**src/rtl/wb_stage.sv**
```systemverilog
// wb_stage -- write-back stage of the 16-bit pipelined core.
//
// Holds the MEM/WB pipeline register and selects the write-back result.
// LLB and LHB results are merged with the prior destination value.
// Drives the register-file write port. Detects a retiring HLT and then
// freezes in HALTED until the next reset.
//
// Ports:
//   clk, rst            core clock; synchronous active-low reset
//   stall, flush        hold / bubble control for MEM/WB (flush wins)
//   mem_*               MEM-stage instruction fields captured into MEM/WB
//   rf_write_en/reg/data, rf_load_half   register-file write port
//   fwd_valid           WB result available for forwarding (= rf_write_en)
//   halted              high once HLT has retired (FSM state HALTED)
//   retired_count       retired-instruction counter (WB_RETIRE_COUNT_EN only)
//
// Configuration macro: WB_RETIRE_COUNT_EN adds the retired_count port and
// its counter. Without the macro, the port and the counter are absent.
//
// All outputs are driven from registered state only.
module wb_stage (
    input  logic        clk,
    input  logic        rst,
    input  logic        stall,
    input  logic        flush,
    input  logic        mem_valid,
    input  logic        mem_reg_write,
    input  logic        mem_is_load,
    input  logic        mem_is_llb,
    input  logic        mem_is_lhb,
    input  logic        mem_is_hlt,
    input  logic [3:0]  mem_dst,
    input  logic [15:0] mem_alu_result,
    input  logic [15:0] mem_rdata,
    input  logic [15:0] mem_old_rd,
    input  logic [7:0]  mem_imm8,
    output logic        rf_write_en,
    output logic [3:0]  rf_write_reg,
    output logic [15:0] rf_write_data,
    output logic        rf_load_half,
    output logic        fwd_valid,
    output logic        halted
`ifdef WB_RETIRE_COUNT_EN
    ,
    output logic [31:0] retired_count
`endif
);

    typedef enum logic {RUN = 1'b0, HALTED = 1'b1} state_e;

    state_e      state_q, state_d;

    logic        valid_q;
    logic        reg_write_q;
    logic        is_load_q;
    logic        is_llb_q;
    logic        is_lhb_q;
    logic        is_hlt_q;
    logic [3:0]  dst_q;
    logic [15:0] alu_result_q;
    logic [15:0] rdata_q;
    logic [15:0] old_rd_q;
    logic [7:0]  imm8_q;

    logic [15:0] result;

    // MEM/WB capture. Once halted, the register is frozen.
    always_ff @(posedge clk) begin
        if (!rst) begin
            valid_q      <= 1'b0;
            reg_write_q  <= 1'b0;
            is_load_q    <= 1'b0;
            is_llb_q     <= 1'b0;
            is_lhb_q     <= 1'b0;
            is_hlt_q     <= 1'b0;
            dst_q        <= 4'h0;
            alu_result_q <= 16'h0000;
            rdata_q      <= 16'h0000;
            old_rd_q     <= 16'h0000;
            imm8_q       <= 8'h00;
        end else if (state_q == RUN) begin
            if (flush) begin
                // Only valid matters for a bubble; other fields keep old values.
                valid_q <= 1'b0;
            end else if (!stall) begin
                valid_q      <= mem_valid;
                reg_write_q  <= mem_reg_write;
                is_load_q    <= mem_is_load;
                is_llb_q     <= mem_is_llb;
                is_lhb_q     <= mem_is_lhb;
                is_hlt_q     <= mem_is_hlt;
                dst_q        <= mem_dst;
                alu_result_q <= mem_alu_result;
                rdata_q      <= mem_rdata;
                old_rd_q     <= mem_old_rd;
                imm8_q       <= mem_imm8;
            end
        end
    end

    // FSM: state register
    always_ff @(posedge clk) begin
        if (!rst) begin
            state_q <= RUN;
        end else begin
            state_q <= state_d;
        end
    end

    // FSM: next state. A valid HLT in MEM/WB halts the stage at the next edge.
    always_comb begin
        state_d = state_q;
        if (state_q == RUN && valid_q && is_hlt_q) begin
            state_d = HALTED;
        end
    end

    // Result select. Load-half forms merge imm8 into one byte of the old value.
    always_comb begin
        result = alu_result_q;
        if (is_llb_q) begin
            result = {old_rd_q[15:8], imm8_q};
        end else if (is_lhb_q) begin
            result = {imm8_q, old_rd_q[7:0]};
        end else if (is_load_q) begin
            result = rdata_q;
        end
    end

    // FSM: outputs. Writes to R0 are dropped.
    always_comb begin
        rf_write_en   = valid_q && reg_write_q && (dst_q != 4'h0) && (state_q == RUN);
        rf_write_reg  = dst_q;
        rf_write_data = result;
        // Load-half writes must not be bypassed by the register file.
        rf_load_half  = rf_write_en && (is_llb_q || is_lhb_q);
        fwd_valid     = rf_write_en;
        halted        = (state_q == HALTED);
    end

`ifdef WB_RETIRE_COUNT_EN
    logic [31:0] retired_q, retired_d;

    // An entry retires at the edge where it leaves MEM/WB. A stalled entry
    // is therefore counted once. A flush also moves it out, because flush
    // wins over stall.
    always_comb begin
        retired_d = retired_q;
        if (state_q == RUN && valid_q && (!stall || flush)) begin
            retired_d = retired_q + 32'd1;
        end
    end

    always_ff @(posedge clk) begin
        if (!rst) begin
            retired_q <= 32'd0;
        end else begin
            retired_q <= retired_d;
        end
    end

    assign retired_count = retired_q;
`endif

endmodule

```
**config.mk**
```make
export PLATFORM = sky130hd
export DESIGN_NAME = wb_stage
export DESIGN_NICKNAME = d
export VERILOG_FILES = /design/src/rtl/wb_stage.sv
export SDC_FILE = /design/constraint.sdc
export NUM_CORES = 1
export LEC_CHECK = 0
export BUFFER_PORTS_ARGS = -buffer_cell sky130_fd_sc_hd__buf_2
export CAP_MARGIN = 10
export CORE_AREA = 2 2 94 96
export DETAILED_ROUTE_END_ITERATION = 8
export DIE_AREA = 0 0 96 98
export GPL_TIMING_DRIVEN = 0
export PLACE_DENSITY = 0.62
export SLEW_MARGIN = 15
export SYNTH_ARGS = -nofsm -noshare
export SYNTH_HDL_FRONTEND = slang
export SYNTH_SLANG_ARGS = --single-unit
```
**constraint.sdc**
```tcl
create_clock -name clk -period 1.3 [get_ports clk]
set_clock_uncertainty 0.1 [all_clocks]
set_input_delay 0.065 -clock clk [delete_from_list [all_inputs] [get_ports clk]]
set_output_delay 0.065 -clock clk [all_outputs]
set_load 0.02 [all_outputs]
```
==> summary.txt, run 1 <==
Worst setup path
  • Crit. End Element: output pin
  • Data arrival time of the critical path: 1.56 ns
  • Crit Path Category: reg -> out
  • Required time of the critical path: 1.13 ns
  • CP max stage delay: 0.34 ns
  • Critical path cell sequence: buf_8 -> buf_6 -> mux2i_2 -> a21oi_1 -> buf_4
  • Maximum fanout along the worst path: 5
  • CP Launch Type: flip-flop
  • R2r setup slk: -0.07 ns
  • Crit-path slowest cell: dfxtp_2

Floorplanning
  • Starting density of the core: 0.3401
  • DIE HEIGHT: 98 um
  • # rows: 34
  • Die ar.: 9408 um^2
  • Core area: 8466 um^2
  • I/O Pins: 94
  • Chip width: 96 um

Global routing
  • Largest net degree at the start of global routing: 11
  • GR Overflow Total: 0
  • First-pass GRT wire length: 18020 um
  • GR Util All Layers: 0.2530
  • Initial antenna violation count: 0
  • Vias in the first global route: 3565

Layout
  • Register Area: 1361 um^2
  • # fillers: 604
  • Final core utilization: 0.6802
  • Ant. Diodes: 0
  • Layout area overhead: 100.0%
  • Layout cells sized above 1: 0.5360
  • Final Cell Area: 5758 um^2
  • Area of the multi-input gates: 2079 um^2
  • Nets: 635
  • Post-Layout Cell Count: 677
  • Largest regs: alu_result_q (16), old_rd_q (16), rdata_q (16)

Routing
  • DRC viols: 0
  • Starting DRT DRC Count: 168
  • WL/cell: 18.06 um
  • Antenna viol nets, final: 0
  • Final wirelength: 12230 um
  • Pre-antenna DRT Iters: 5
  • Via/cell ratio: 5.279
  • DR vias: 3574

Clock tree
  • Clk_lat worst skew: 0.35 ns
  • CTS max path bufs: 2
  • CTS clk-pin slew, worst paths: 0.07 ns
  • Htree depth: 3
  • Root Driver: clkbuf_8
  • CTS tree: built
  • Cts bufs inserted: 9
  • Sinks on Clock Net: 67

Timing
  • Min cycle time layout: 1.722 ns
  • Final Hold Vio Count: 0
  • Min Hold Slack: 0.1924 ns
  • Slew Viols, Final: 0
  • Max-Slew Margin vs Limit: 0.5066
  • Maximum clock frequency: 580.6 MHz
  • Fin worst setup slack: -0.4223 ns
  • Endpoints failing setup: 53
  • Setup TNS: -7.227 ns
  • RSZ-0062 raised after global routing: yes
  • Least-Margin Pin Slew: 0.7401 ns
  • Final period utilization: 1.325

Power
  • Overall Power: 5.379 mW
  • Peak supply drop: 0.0005041 V
  • Leakage: 2.201 nW
  • Power Density: 934.2 nW/um^2

Synth
  • Syn Area/Cell: 7.975 um^2
  • Cell Area, Synth: 2879 um^2
  • Synth cell count leaders: nand2_1 (68), dfxtp_1 (67), nand3_1 (66)
  • EDFF count, synth: 0
  • Dominant cell by count in the synthesized netlist: nand2_1
  • Top_reg_cell synth: dfxtp_1
  • FF+latch count, synth: 67
  • Synth area leader: dfxtp_1
  • Yosys cell types: 21
  • Yosys top cell area share: 0.4659
  • Post-Syn Instances: 361
  • Sequential area share after synthesis: 0.4659
  • Largest cells by area after synthesis: dfxtp_1 (47%), nand3_1 (11%), o21ai_0 (10%)
  • Ys async rst share: 0
  • Synth warn: 0
  • Synthesized Nets: 431

Place
  • I/O Buffers: 92
  • Dpl ws: -0.3819 ns
  • DP Cell Count: 561
  • RD Place Congestion: 0.8608
  • Dpl hpwl: 6722 um
  • Placed inst area: 3531 um^2

Min path
  • Worst Hold Class: in -> reg

Run status
  • Failing checks: negative setup slack
  • Outcome: complete, but fails checks

Job
  • MaxCap Viol Count: 0
-- layer usage --
metal	wire length (um)	GRT usage
met1	4899	0.3152
met2	6169	0.4204
met3	739	0.05710
met4	417	0.09670
met5	0	0
-- cell type report --
type	count	area share
Sequential cell	67	0.2364
Buffer	33	0.05259
Inverter	2	0.001304
Clock buffer	13	0.02760
Clock inverter	2	0.006084
Tap cell	108	0.02347
Multi-Input combinational cell	257	0.3611
Timing Repair Buffer	195	0.2914
-- what timing repair did --
| action | 4_1_cts | 5_1_grt |
|---|---|---|
| endpoints found under the hold margin | 66 | 0 |
| gates cloned | 13 | 2 |
| setup endpoints to repair | 85 | 86 |
| setup buffers | 15 | 6 |
| resized for setup | 232 | 80 |
| pin swaps | 90 | 21 |
| hold buffers | 68 | 0 |
-- path summary, 6_finish.rpt --
kind                                               start                         to  depth (start not counted)
worst max-delay path              is_load_q$_SDFFE_PN0P_           rf_write_data[1]                          5
worst min register to register  old_rd_q[5]$_SDFFE_PN0P_   old_rd_q[5]$_SDFFE_PN0P_                          2
worst max register to register       halted$_SDFFE_PN0P_  old_rd_q[13]$_SDFFE_PN0P_                          7
worst min-delay path                                 rst   rdata_q[14]$_SDFFE_PN0P_                          4
-- worst max-delay path: cells and delay by family, from the launching register on --
kind,cells,cell delay [ns]
buffers and inverters,3,0.47
AO/OA/AOI/OAI,1,0.12
flip-flops,1,0.34
multiplexers,1,0.26
-- kinds of logic (layout without fill, tap and decap cells) --
| logic type | count (synthesis) | after routing | share of synthesized area |
|---|---|---|---|
| simple gates | 141 | 141 | 0.2208 |
| mux | 17 | 17 | 0.05954 |
| buf+inv | 37 | 245 | 0.07519 |
| compound gates | 99 | 99 | 0.1786 |
| flops | 67 | 67 | 0.4659 |
-- cells in the final DEF, fill, tap and decap left out, types with 2 or more instances in the layout --
master         synthesis  final
dfxtp_1               67     61
dlygate4sd3_1          0     68
clkbuf_1              14     11
o22ai_2                0      2
buf_8                  0     17
mux2i_1               16      3
nand2_1               68     68
mux2i_2                0      2
mux2i_4                0     11
buf_1                  3      2
a21oi_1               17      5
nand3_2                0     60
clkbuf_16              0      2
buf_2                  8     77
o21ai_2                0     36
buf_6                  8     15
dfxtp_4                0      5
buf_16                 0      3
buf_4                  2     29
o22ai_1               15     13
clkbuf_8               0     12
nand3_4                0      6
o21ai_1                8     31
buf_12                 0      4
a21oi_2                0     12
-- power by group --
group          switching (mW)  total (mW)  leakage (nW)  internal, mW
sequential             0.0977        2.25         0.552          2.15
combinational           0.665        1.36          1.55         0.699
clock                   0.790        1.77        0.0995         0.979
total                    1.55        5.38          2.20          3.83
Note: power is estimated with default switching activity, not from simulation.
==> inputs of run 2 (changes only) <==
--- a/config.mk
+++ b/config.mk
@@ -7,11 +7,11 @@
 export LEC_CHECK = 0
 export BUFFER_PORTS_ARGS = -buffer_cell sky130_fd_sc_hd__buf_2
 export CAP_MARGIN = 10
-export CORE_AREA = 2 2 94 96
+export CORE_AREA = 2 2 79 81
 export DETAILED_ROUTE_END_ITERATION = 8
-export DIE_AREA = 0 0 96 98
+export DIE_AREA = 0 0 81 83
 export GPL_TIMING_DRIVEN = 0
-export PLACE_DENSITY = 0.62
+export PLACE_DENSITY = 0.82
 export SLEW_MARGIN = 15
 export SYNTH_ARGS = -nofsm -noshare
 export SYNTH_HDL_FRONTEND = slang
==> run 2 against run 1 <==
- the run still ends with negative setup slack left
- sequential cell count stayed put
- setup slack worse by 0.10 ns
- non-clock buffer count is 10 lower
- design area is 5.5% lower
- global-route usage is 14 points higher
- critical path type unchanged
- critical endpoint is now rf_write_data[10]
==> summary.txt, run 2 (synthesized netlist as in run 1, its figures left out) <==
Routing
  • DR vias: 4192 (+17%)
  • Final wirelength: 16420 um (+34%)
  • Antenna viol nets, final: 0 (unchanged)
  • DRC viols: 0 (unchanged)
  • Via/cell ratio: 6.602 (+25%)
  • Pre-antenna DRT Iters: 6 (+1)
  • WL/cell: 25.86 um (+43%)
  • Starting DRT DRC Count: 566 (+240%)

Timing
  • Maximum clock frequency: 547.5 MHz (-5.7%)
  • Min cycle time layout: 1.827 ns (+0.1043 ns)
  • Least-Margin Pin Slew: 0.8943 ns (+0.1542 ns)
  • Max-Slew Margin vs Limit: 0.4038 (-0.1028)
  • Fin worst setup slack: -0.5266 ns (-0.1043 ns)
  • Endpoints failing setup: 73 (+38%)
  • RSZ-0062 raised after global routing: yes
  • Min Hold Slack: 0.1927 ns (+0.0003480 ns)
  • Setup TNS: -9.663 ns (-2.437 ns)
  • Slew Viols, Final: 0 (unchanged)
  • Final period utilization: 1.405 (+0.08024)
  • Final Hold Vio Count: 0 (unchanged)

Global routing
  • Initial antenna violation count: 1 (+1)
  • Vias in the first global route: 3777 (+5.9%)
  • GR Util All Layers: 0.3920 (+0.1389)
  • GR Overflow Total: 0 (unchanged)
  • Largest net degree at the start of global routing: 11 (unchanged)
  • First-pass GRT wire length: 19720 um (+9.5%)

Power
  • Reg power frac: 0.415 (-0.002)
  • Sw power: 1.732 mW (+11%)
  • Clk pwr share: 0.332 (+0.003)
  • Net Sw Frac: 0.3166 (+0.02777)
  • Power Density: 1005 nW/um^2 (+7.6%)
  • Peak supply drop: 0.001149 V (+130%)
  • Leakage: 2.085 nW (-5.2%)
  • Overall Power: 5.470 mW (+1.7%)
  • Int Pwr: 3.738 mW (-2.3%)
  • Logic pwr share: 0.252 (-0.002)

Job
  • MaxCap Viol Count: 0 (unchanged)

Layout
  • Post-Layout Cell Count: 635 (-6.2%)
  • Nets: 625 (-1.6%)
  • Largest regs: alu_result_q (16), old_rd_q (16), rdata_q (16)
  • Layout area overhead: 89.00%
  • Most frequent cells in the layout: buf_2 (78), nand2_1 (68), dlygate4sd3_1 (68), dfxtp_1 (61), nand3_2 (46)
  • Commonest non-fill, non-tap cell in the layout: buf_2
  • Layout cells sized above 1: 0.4902 (-0.04587)
  • Final core utilization: 0.9357 (+0.2555)
  • Final Cell Area: 5441 um^2 (-5.5%)

Worst setup path
  • R2r setup slk: -0.18 ns (-0.11 ns)
  • R2R cell count: 6 (-1)
  • Required time of the critical path: 1.13 ns (about the same)
  • Crit. End Element: output pin
  • Crit Path Category: reg -> out
  • CP Launch Type: flip-flop
  • Worst reg2reg path startpoint: halted$_SDFFE_PN0P_
  • Data arrival time of the critical path: 1.66 ns (+0.10 ns)
  • Maximum fanout along the worst path: 7 (+2)
  • Reg2reg end: imm8_q[4]$_SDFFE_PN0P_

Place
  • DP Cell Count: 528 (-5.9%)
  • Dpl hpwl: 6432 um (-4.3%)
  • RD Place Congestion: 0.9087 (+5.6%)
  • Placed inst area: 3490 um^2 (-1.2%)
  • Dpl ws: -0.3652 ns (+0.01673 ns)
  • I/O Buffers: 92 (unchanged)

Run status
  • Outcome: complete, but fails checks
  • Failing checks: negative setup slack

Clock tree
  • Clk_lat worst skew: 0.36 ns (about the same)
  • CTS clk-pin slew, worst paths: 0.08 ns (about the same)
  • Sinks on Clock Net: 67 (unchanged)
  • CTS max path bufs: 2 (unchanged)
  • Htree depth: 3 (unchanged)
  • Cts bufs inserted: 9 (unchanged)
  • CTS tree: built
  • Root Driver: clkbuf_8

Min path
  • Hold endpoint: rdata_q[14]$_SDFFE_PN0P_
  • Hold depth: 4 (unchanged)
  • Worst Hold Class: in -> reg
  • Worst min-delay path startpoint: rst

Floorplanning
  • I/O Pins: 94 (unchanged)
  • DIE HEIGHT: 83 um (-15%)
  • Core area: 5816 um^2 (-31%)
  • Starting density of the core: 0.4951 (+0.1550)
  • Chip width: 81 um (-16%)
  • # rows: 28 (-18%)
  • Die ar.: 6723 um^2 (-29%)
[run 2: critical path, cell delays in order (launching register included)]
cell and delay [ns]:
dfxtp_4 0.39, nand2b_4 0.20, buf_4 0.12, o22ai_1 0.09
a21oi_2 0.32, buf_6 0.18
[run 2: worst max path at each step]
stage                      startpoint                end  cells after the start
3_3_place_gp    is_llb_q$_SDFFE_PN0P_  rf_write_data[12]                      5
5_1_grt         is_llb_q$_SDFFE_PN0P_  rf_write_data[11]                      5
2_1_floorplan   is_llb_q$_SDFFE_PN0P_   rf_write_data[1]                      4
4_1_cts        is_load_q$_SDFFE_PN0P_  rf_write_data[15]                      5
6_report        is_llb_q$_SDFFE_PN0P_  rf_write_data[10]                      5
3_5_place_dp    is_llb_q$_SDFFE_PN0P_  rf_write_data[12]                      5
[run 2: metal layers]
layer | vias to the layer above | part of all wire | wire, um | GRT usage
li1 | 1660 | - | - | -
met1 | 1927 | 0.34 | 5519 | 0.4605
met2 | 431 | 0.45 | 7439 | 0.6469
met3 | 172 | 0.12 | 1905 | 0.08261
met4 | 2 | 0.093 | 1535 | 0.2265
met5 | - | 0.0014 | 23 | 0
[run 2: layout make-up]
class / instances / area [um^2]
Multi-Input combinational cell: 257 / 1993
Timing Repair Buffer: 185 / 1484
Sequential cell: 67 / 1364
Fill cell: 194 / 374.1
Buffer: 33 / 296.5
Clock buffer: 14 / 192.7
Tap cell: 75 / 93.84
Inverter: 2 / 10.01
Clock inverter: 1 / 5.005
Antenna cell: 1 / 2.502
[run 2: power groups by stage]
stage | sequential [mW] | clock [mW] | combinational [mW]
finish | 2.27 | 1.82 | 1.38
CTS | 2.24 | 1.71 | 1.10
floorplan | 2.25 | 0 | 0.440
global placement | 2.26 | 0 | 0.704
global route | 2.27 | 1.86 | 1.43
detailed placement | 2.27 | 0 | 0.714
[run 2: what timing repair did]
action | in CTS | in global routing
endpoints found under the hold margin | 66 | 0
pin swaps | 38 | 5
cloned | 10 | 0
hold buffers | 68 | 0
setup buffers | 12 | 3
resized for setup | 172 | 106
endpoints found under the setup margin | 85 | 85
